===== src/rtl/copr_mm_pkg.sv =====
`default_nettype none
// ---------------------------------------------------------------------------
// Module   : copr_mm_pkg
// Purpose  : Shared definitions for the coprocessor memory-mapped front/back
//            ends: default widths and the drain-stage state encoding.
// Revision : 1.0 - initial release
// ---------------------------------------------------------------------------
package copr_mm_pkg;

  localparam int ADDR_W_DEF = 12;
  localparam int DATA_W_DEF = 32;

  typedef enum logic [1:0] {
    ST_IDLE  = 2'd0,
    ST_WORK  = 2'd1,
    ST_FLUSH = 2'd2,
    ST_DONE  = 2'd3
  } state_t;

endpackage
`default_nettype wire


===== src/rtl/back_end.sv =====
`default_nettype none
// ---------------------------------------------------------------------------
// Module   : back_end
// Purpose  : Output drain stage. Pops a programmed number of words from a
//            first-word-fall-through FIFO and writes them to consecutive
//            output-buffer addresses, then holds done until start drops.
// Revision : 1.0 - initial release
// ---------------------------------------------------------------------------
module back_end
  import copr_mm_pkg::*;
#(
  parameter int ADDR_W = ADDR_W_DEF,
  parameter int DATA_W = DATA_W_DEF
) (
  input  logic              aclk,
  input  logic              areset,
  input  logic              start,
  input  logic [ADDR_W:0]   size,
  input  logic [ADDR_W-1:0] base,
  input  logic              empty,
  input  logic [DATA_W-1:0] dout,
  output logic              rd,
  output logic              mem_en,
  output logic              mem_we,
  output logic [ADDR_W-1:0] mem_addr,
  output logic [DATA_W-1:0] mem_din,
  output logic              busy,
  output logic              done
);

  // A full address space is the most that can be written without overwriting.
  localparam logic [ADDR_W:0] MAX_SIZE = {1'b1, {ADDR_W{1'b0}}};

  state_t            state;
  logic [ADDR_W:0]   remaining;
  logic [ADDR_W-1:0] addr;
  logic [ADDR_W:0]   size_clamped;

  // Limit the requested word count to one full pass of the address space.
  always_comb begin
    size_clamped = (size > MAX_SIZE) ? MAX_SIZE : size;
  end

  // Status and pop strobe decode directly from the state register.
  always_comb begin
    rd   = (state == ST_WORK) && !empty;
    busy = (state == ST_WORK) || (state == ST_FLUSH);
    done = (state == ST_DONE);
  end

  // Transfer FSM with word/address counters and registered memory port.
  always_ff @(posedge aclk or posedge areset) begin
    if (areset) begin
      state     <= ST_IDLE;
      remaining <= '0;
      addr      <= '0;
      mem_en    <= 1'b0;
      mem_we    <= 1'b0;
      mem_addr  <= '0;
      mem_din   <= '0;
    end else begin
      case (state)
        ST_IDLE: begin
          mem_en <= 1'b0;
          mem_we <= 1'b0;
          if (start) begin
            remaining <= size_clamped;
            addr      <= base;
            state     <= (size_clamped != '0) ? ST_WORK : ST_DONE;
          end
        end
        ST_WORK: begin
          if (!empty) begin
            mem_en    <= 1'b1;
            mem_we    <= 1'b1;
            mem_addr  <= addr;
            mem_din   <= dout;
            addr      <= addr + ADDR_W'(1);
            remaining <= remaining - (ADDR_W+1)'(1);
            if (remaining == (ADDR_W+1)'(1)) begin
              state <= ST_FLUSH;
            end
          end else begin
            // Stall: drop the strobes, keep address/data on the port.
            mem_en <= 1'b0;
            mem_we <= 1'b0;
          end
        end
        ST_FLUSH: begin
          // The final write occupies the port during this cycle.
          mem_en <= 1'b0;
          mem_we <= 1'b0;
          state  <= ST_DONE;
        end
        ST_DONE: begin
          mem_en <= 1'b0;
          mem_we <= 1'b0;
          if (!start) begin
            state <= ST_IDLE;
          end
        end
        default: begin
          state <= ST_IDLE;
        end
      endcase
    end
  end

endmodule
`default_nettype wire


===== config.mk =====
export PLATFORM = sky130hd
export DESIGN_NAME = back_end
export DESIGN_NICKNAME = d
export VERILOG_FILES = /design/src/rtl/copr_mm_pkg.sv /design/src/rtl/back_end.sv
export SDC_FILE = /design/constraint.sdc
export NUM_CORES = 1
export LEC_CHECK = 0
export ABC_AREA = 1
export BUFFER_PORTS_ARGS = -buffer_cell sky130_fd_sc_hd__buf_2
export CORE_MARGIN = 3
export CORE_UTILIZATION = 57
export CTS_BUF_LIST = sky130_fd_sc_hd__clkbuf_8
export DETAILED_ROUTE_END_ITERATION = 12
export GPL_TIMING_DRIVEN = 0
export PLACE_DENSITY = 0.95
export SLEW_MARGIN = 15
export SYNTH_ARGS = -nofsm -noshare
export SYNTH_HDL_FRONTEND = slang
export SYNTH_SLANG_ARGS = --single-unit
export TNS_END_PERCENT = 50

===== constraint.sdc =====
create_clock -name aclk -period 6.04 [get_ports aclk]
set_input_delay 0.906 -clock aclk [delete_from_list [all_inputs] [get_ports aclk]]
set_output_delay 0.906 -clock aclk [all_outputs]
set_load 0.005 [all_outputs]

==> key figures, run 1 <==
Run status
  • Status: finished, final reports clean

Die
  • Die extent in x: roughly 87 microns
  • Die Y: a little under 90 microns
  • Die ar.: 7507 sq um
  • Starting Density: about three fifths
  • I/O Pins: 110
  • Core footprint: 6096 sq um
  • Num rows: 28

Cells and area
  • Layout fillers: 392
  • Final net count: 687
  • Commonest cells after routing, fill and taps aside: nand2_1, buf_2, dfrtp_1
  • Most common cell after layout, fill and taps aside: nand2_1
  • Proportion of layout cells with a drive suffix above 1: 24.28%
  • Final core occ: approximately 75%
  • N_diodes: 0
  • Layout area overhead: 23.89%

Yosys
  • Number of synthesized register bits: 72
  • Syn_area_per_cell: ~7.5 sq um
  • Synth unique cells: 31
  • Sequential fraction of the synthesis area: around half
  • Cells after Synth: between 400 and 500
  • Synth warn: 0
  • Post-Syn Nets: between 500 and 600
  • Post-synth design cell area: around 3700 sq um

Place
  • Pre-CTS setup slack: ~3200 ps
  • DP HPWL: just under 8000 microns
  • Routability cong.: just under 0.9
  • PortBufs: between 100 and 150

GRT
  • Number of global-route vias before repair: approximately 3800
  • First-pass GRT wire length: roughly 18000 microns
  • Largest net degree at the start of global routing: 62
  • Gr busiest metal: met2
  • Global route overflow: 0
  • GR Util met1: ~33%
  • Initial antenna violation count: 0
  • GR Util met3: 7.605%
  • GRT met2 Usage: a little under three fifths
  • GR Util All Layers: 30.62%

Power and ir drop
  • Total Power: ~2500 uW
  • Pwr dens: roughly 550 nW/um^2
  • Peak supply drop: 0.0003016 V
  • Leakage: 0.002617 uW

Routing
  • Avg WL per Cell: roughly 16 microns
  • DR iter-0 viols: approximately 340
  • Number of remaining DRC errors: 0
  • WL final: roughly 11000 microns
  • Via-to-Cell Ratio: 5.610
  • Via count: 3910
  • DRT Pass-1 Iters: 5
  • Post-DRT Antenna Nets: 0

Clock tree
  • Post-CTS Resized: 0
  • Clock sink count: slightly above 70
  • Num CTS Buffers: 9
  • Worst-path clk slew: ~80 ps
  • Clk buf depth: 2
  • CTS tree: built
  • H-tree depth: 3
  • Post-cts hold buffer count: 0
  • CTS root buffer: clkbuf_8
  • Worst-Skew Late Latency: ~350 ps
  • Setup bufs post-CTS: 0

Worst setup path
  • Critical Path Slowest Stage Cell: dfrtp_1
  • CP Capture Type: output pin
  • Max stage delay on crit path: about 420 ps
  • Worst Path Buf+Inv: 7
  • Cell family with most CP delay: buffers and inverters
  • Crit-path max FO: 10
  • Critical path cell sequence: inv_1 > ha_1 > buf_4 > inv_2 > or2_1 > buf_2 > inv_2 > buf_4 > buf_2
  • Req. time, crit path: about 5100 ps
  • Worst Path Arrival: ~2100 ps
  • Critical path type: flip-flop to output pin
  • CP startpoint kind: flip-flop

Timing
  • Max_slew headroom: 64.24%
  • Period utilization: between 50% and 60%
  • Max Slew Vio Count: 0
  • Clock Skew: around 7.2 ps
  • Final setup fails: 0
  • Hold violation total from the final report: 0
  • Setup TNS: 0 ps
  • Fmax: 328.9 MHz
  • Final WS setup: between 2000 and 3000 ps
  • Min Tclk post-route: ~3000 ps
  • Worst-Margin Slew: around 540 ps
  • Unrepaired setup endpoints after global routing: false

Min path
  • Hold Path Class: input port to asynchronous set/reset pin

Run
  • Max-Cap Viols: 0
## cell type report
class	count	area (sq um)	area share (%)
Clock buffer	9	123.9	2.697
Timing Repair Buffer	110	573.1	12.48
Sequential cell	72	1802	39.23
Clock inverter	6	92.59	2.016
Multi-Input combinational cell	368	1639	35.69
Tap cell	75	93.84	2.043
Inverter	37	146.4	3.187
Buffer	20	122.6	2.670
## worst reg2reg max path, delay by kind of cell (launching register included)
family,cells,cell delay (ps)
DFF,1,400
and+or+nand+nor,3,410
adders and majority gates,1,180
buffers and inverters,5,970
## cells by family after synthesis
group           share of synthesized area (%)
compound gates                          6.345
flops                                   48.60
simple gates                            34.22
buf+inv                                 7.189
xor+xnor                               0.9452
fa+ha+maj                               2.700
## power breakdown
| group | switching, uW | total [uW] | internal [uW] |
|---|---|---|---|
| sequential | 170 | 880 | 710 |
| combinational | 764 | 1220 | 455 |
| clock | 194 | 427 | 233 |
## cell usage after synthesis
cell	number	area share, %
inv_2	2	0.20
o22ai_2	2	0.67
nand2_1	225	23
buf_2	5	0.67
o21ai_2	1	0.24
a21oi_1	5	0.67
buf_4	5	1.0
inv_6	1	0.24
dfrtp_1	72	49
nor3_2	1	0.27
ha_1	8	2.7
xor2_1	3	0.71
nor2_1	44	4.5
a21oi_2	1	0.24
or2_2	2	0.34
or2_1	1	0.17
nand2_4	1	0.30
buf_6	3	0.91
nor3b_1	1	0.20
and2_0	1	0.17
a22oi_1	1	0.20
inv_1	34	3.4
o22ai_1	2	0.34
o21ai_1	4	0.54
nor3_1	3	0.40
nand4_1	4	0.67
o21ai_0	23	3.1
a31oi_2	1	0.34
xnor2_1	1	0.24
nand3_1	33	4.5
clkbuf_1	7	0.71
## stage by stage
stage | cells | instance area [sq um] | hold slack, ps
final | 697 | 4593 | 467.6
after global routing | 697 | 4593 | 472.3
after CTS | 697 | 4593 | 460.8
after detailed placement | 682 | 4377 | 459.8
after global placement | 681 | 4347 | 455.7
after floorplan | 497 | 3707 | 449.1
## per-layer routing
metal / vias up / wire length [microns]
li1: 1796 / -
met1: 1796 / 3999
met2: 259 / 5641
met3: 59 / 1078
met4: 0 / 418
met5: - / 0
## state kept, by name, summed over array words and instances, names as in the netlist
| register | count |
|---|---|
| state | 2 |
| mem_addr | 12 |
| addr | 12 |
| mem_we | 1 |
| remaining | 13 |
| mem_din | 32 |
## worst paths after layout
check                               to        start  slack [ps]  cells past startpoint
min in group aclk          mem_din[13]  mem_din[13]         490                      2
max in group asynchronous  mem_din[17]       areset        5030                      3
max                                 rd     state[1]        3000                      9
min reg2reg                mem_din[13]  mem_din[13]         490                      2
min                           state[0]       areset         470                      2
max reg2reg                mem_din[11]     state[1]        4030                      9
Power figures use the tool's default switching activity.
==> run 2, diff against run 1 <==
--- a/config.mk
+++ b/config.mk
@@ -5,14 +5,14 @@
 export SDC_FILE = /design/constraint.sdc
 export NUM_CORES = 1
 export LEC_CHECK = 0
-export ABC_AREA = 1
+export ABC_AREA = 0
 export BUFFER_PORTS_ARGS = -buffer_cell sky130_fd_sc_hd__buf_2
 export CORE_MARGIN = 3
-export CORE_UTILIZATION = 57
+export CORE_UTILIZATION = 53
 export CTS_BUF_LIST = sky130_fd_sc_hd__clkbuf_8
 export DETAILED_ROUTE_END_ITERATION = 12
 export GPL_TIMING_DRIVEN = 0
-export PLACE_DENSITY = 0.95
+export PLACE_DENSITY = 0.9
 export SLEW_MARGIN = 15
 export SYNTH_ARGS = -nofsm -noshare
 export SYNTH_HDL_FRONTEND = slang
==> constraint.sdc (replaced) <==
create_clock -name aclk -period 2.83 [get_ports aclk]
set_input_delay 0.4245 -clock aclk [delete_from_list [all_inputs] [get_ports aclk]]
set_output_delay 0.4245 -clock aclk [all_outputs]
set_load 0.005 [all_outputs]
==> run 2 against run 1 <==
  * Count of clock-buffer cells in the layout up 1
  * Hold slack worse by 460 ps
  * Register-to-register slack worse by 3600 ps
  * Critical path type unchanged
  * Sequential cell count unchanged
  * Clock skew up 3.5 ps
  * Via count down 21%
  * Combinational power up 100%
  * Largest cell class unchanged
  * Sequential share of layout area up 1.6 points
  * Clock power up 110%
  * Core utilization down 6.2 points
==> key figures, run 2 <==
Power and ir drop
  • Pwr dens: 1213 nW/um^2 (+120%)
  • Total Power: 5353 uW (+110%)
  • Leakage: 0.002017 uW (-23%)
  • Peak supply drop: 0.0006784 V (+120%)

Cells and area
  • Largest registers: mem_din (32), remaining (13)
  • Most common cell after layout, fill and taps aside: buf_2
  • N_diodes: 0 (unchanged)
  • Final net count: 504 (-27%)
  • Largest register FFs: 32 (unchanged)
  • Proportion of layout cells with a drive suffix above 1: 41.46% (+17 points)
  • Commonest cells after routing, fill and taps aside: buf_2, dfrtp_1, mux2_2
  • Biggest register: mem_din
  • Layout area overhead: 25.29%
  • Finished Layout Cells: 516 (-26%)

Routing
  • WL final: 9187 microns (-18%)
  • Via-to-Cell Ratio: 5.965 (+6.3%)
  • Via count: 3078 (-21%)
  • Avg WL per Cell: 17.80 microns (+11%)
  • Post-DRT Antenna Nets: 0 (unchanged)
  • DRT Pass-1 Iters: 5 (unchanged)
  • DR iter-0 viols: 314 (-8.2%)
  • Number of remaining DRC errors: 0 (unchanged)

Worst setup path
  • R2R cell count: 7 (-2)
  • Critical path type: flip-flop to output pin
  • Req. time, crit path: 2410 ps (-2720 ps)
  • CP Capture Type: output pin
  • Critical path cell sequence: inv_1 > ha_1 > nor2b_1 > clkbuf_1 > buf_1 > buf_2
  • Worst Path Arrival: 2180 ps (+50 ps)
  • Crit-path max FO: 10 (unchanged)
  • Critical Path Slowest Stage Cell: buf_1
  • Max stage delay on crit path: 460 ps (+40 ps)
  • CP startpoint kind: flip-flop

Clock tree
  • CTS tree: built
  • Clock sink count: 72 (unchanged)
  • CTS root buffer: clkbuf_8
  • Post-cts hold buffer count: 0 (unchanged)
  • H-tree depth: 3 (unchanged)
  • Num CTS Buffers: 9 (unchanged)
  • Clk buf depth: 2 (unchanged)
  • Setup bufs post-CTS: 0 (unchanged)
  • Post-CTS Resized: 0 (unchanged)
  • Worst-path clk slew: 80 ps (about the same)
  • Worst-Skew Late Latency: 350 ps (about the same)

Timing
  • Min Tclk post-route: about 2600 ps
  • Unrepaired setup endpoints after global routing: false
  • Fmax: around 380 MHz
  • Max Slew Vio Count: 0 (unchanged)
  • Max_slew headroom: 62.27% (-2.0 points)
  • Hold violation total from the final report: 0 (unchanged)
  • Period utilization: 92.04%
  • Final setup fails: 0 (unchanged)
  • Clock Skew: 10.63 ps (+3.468 ps)
  • Worst-Margin Slew: 565.9 ps (+29.50 ps)

Die
  • Core footprint: 6386 sq um (+4.8%)
  • Die ar.: 7660 sq um (+2.0%)
  • I/O Pins: 110 (unchanged)
  • Die Y: 87.52 microns (+1.0%)
  • Starting Density: 55.15% (-5.7 points)
  • Num rows: 29 (+3.6%)
  • Die extent in x: 87.52 microns (+1.0%)

Yosys
  • Synth warn: 0 (unchanged)
  • Post-synth design cell area: 3522 sq um (-5.0%)
  • Top-area cell type share of the netlist area: 51.15% (+2.6 points)
  • Asr flop ratio synth: 100.0% (unchanged)
  • Yosys top cell by area: dfrtp_1
  • Syn_area_per_cell: 11.22 sq um (+50%)
  • Post-synth EDFFs: 0 (unchanged)
  • Number of synthesized register bits: 72 (unchanged)
  • Post-synth top cells: dfrtp_1, mux2_2, a21oi_1
  • Post-Syn Nets: 383 (-32%)
  • Synth top area cells: dfrtp_1, mux2_2, a21oi_1, ha_1, o21ai_0
  • Cells after Synth: 314 (-37%)
  • Most numerous cell in the Yosys netlist: dfrtp_1
  • Sequential fraction of the synthesis area: 51.15% (+2.6 points)
  • Synth unique cells: 46 (+48%)
  • Predominant post-synthesis flop cell: dfrtp_1

Place
  • DP HPWL: 6703 microns (-15%)
  • PortBufs: 109 (unchanged)
  • Routability cong.: 0.9253 (+6.5%)
  • Cells after DPL: 501 (-27%)

GRT
  • First-pass GRT wire length: 14210 microns (-21%)
  • Number of global-route vias before repair: 2992 (-22%)
  • Global route overflow: 0 (unchanged)
  • Largest net degree at the start of global routing: 55 (-11%)
  • Initial antenna violation count: 0 (unchanged)
  • GR Util All Layers: 24.12% (-6.5 points)

Run
  • Max-Cap Viols: 0 (unchanged)

Run status
  • Status: finished, final reports clean

Min path
  • Hold Path Class: input port to asynchronous set/reset pin
-- run 2: changes by cell type after synthesis, sizes merged, moves of 17 or more --
cell   before  now
nor2       44    6
a21oi       6   23
nand3      33   13
mux2        0   44
nand2     226   14
inv        37   14
-- run 2: worst paths after layout --
check | from | end | slack (ps)
setup / recovery | state[1] | rd | 230
hold / removal | areset | mem_din[27] | 5
setup reg to reg | state[0] | addr[4] | 390
hold reg to reg | mem_din[7] | mem_din[7] | 500
max in group asynchronous | areset | remaining[2] | 2280
min in group aclk | dout[15] | mem_din[15] | 300
-- run 2: report_power, final --
group          leakage (uW)  internal [uW]  switching (uW)
Clock              0.000108            515             398
Combinational       0.00106           1200            1290
Sequential         0.000851           1550             408
-- run 2: layout make-up --
class                           count  area (sq um)
Tap cell                           77         96.34
Clock buffer                       10         137.6
Fill cell                         470          1973
Clock inverter                      5         81.33
Inverter                           14         55.05
Timing Repair Buffer              110         573.1
Buffer                             19         88.84
Multi-Input combinational cell    209          1579
Sequential cell                    72          1802
-- run 2: critical path, delay by kind of cell, from the launching register on --
| kind | cells | cell delay [ps] |
|---|---|---|
| buffers and inverters | 4 | 1030 |
| DFF | 1 | 430 |
| adders and majority gates | 1 | 230 |
| and+or+nand+nor | 1 | 140 |
-- run 2: cell families after synthesis --
logic type	count (synthesis)	share of synthesized area (%)
flip-flops	72	51.15
buffers and inverters	33	4.014
AO/OA/AOI/OAI	82	15.38
adder cells (fa/ha/maj)	8	2.842
AND/OR/NAND/NOR	71	11.40
multiplexers	48	15.20
-- run 2: per-layer routing --
| metal | vias up | track usage [%] | wire length, microns |
|---|---|---|---|
| met5 | - | 0 | 0 |
| met4 | 0 | 13.95 | 290 |
| met3 | 27 | 5.203 | 695 |
| met2 | 149 | 37.53 | 4613 |
| met1 | 1487 | 31.16 | 3588 |
| li1 | 1415 | - | - |
-- run 2: per-stage QoR --
| stage | setup TNS (ps) | hold slack [ps] | util (%) | setup slack, ps | cell area (sq um) |
|---|---|---|---|---|---|
| after global routing | 0 | 21.42 | 69.10 | 62.97 | 4413 |
| after floorplan | 0 | 490.1 | - | 580.6 | 3522 |
| after CTS | 0 | 3.498 | 69.10 | 218.8 | 4413 |
| after global placement | -15490 | 483.6 | 65.20 | -218.0 | 4164 |
| final | 0 | 4.916 | 69.10 | 225.3 | 4413 |
| after detailed placement | 0 | 384.5 | 65.67 | 519.2 | 4194 |
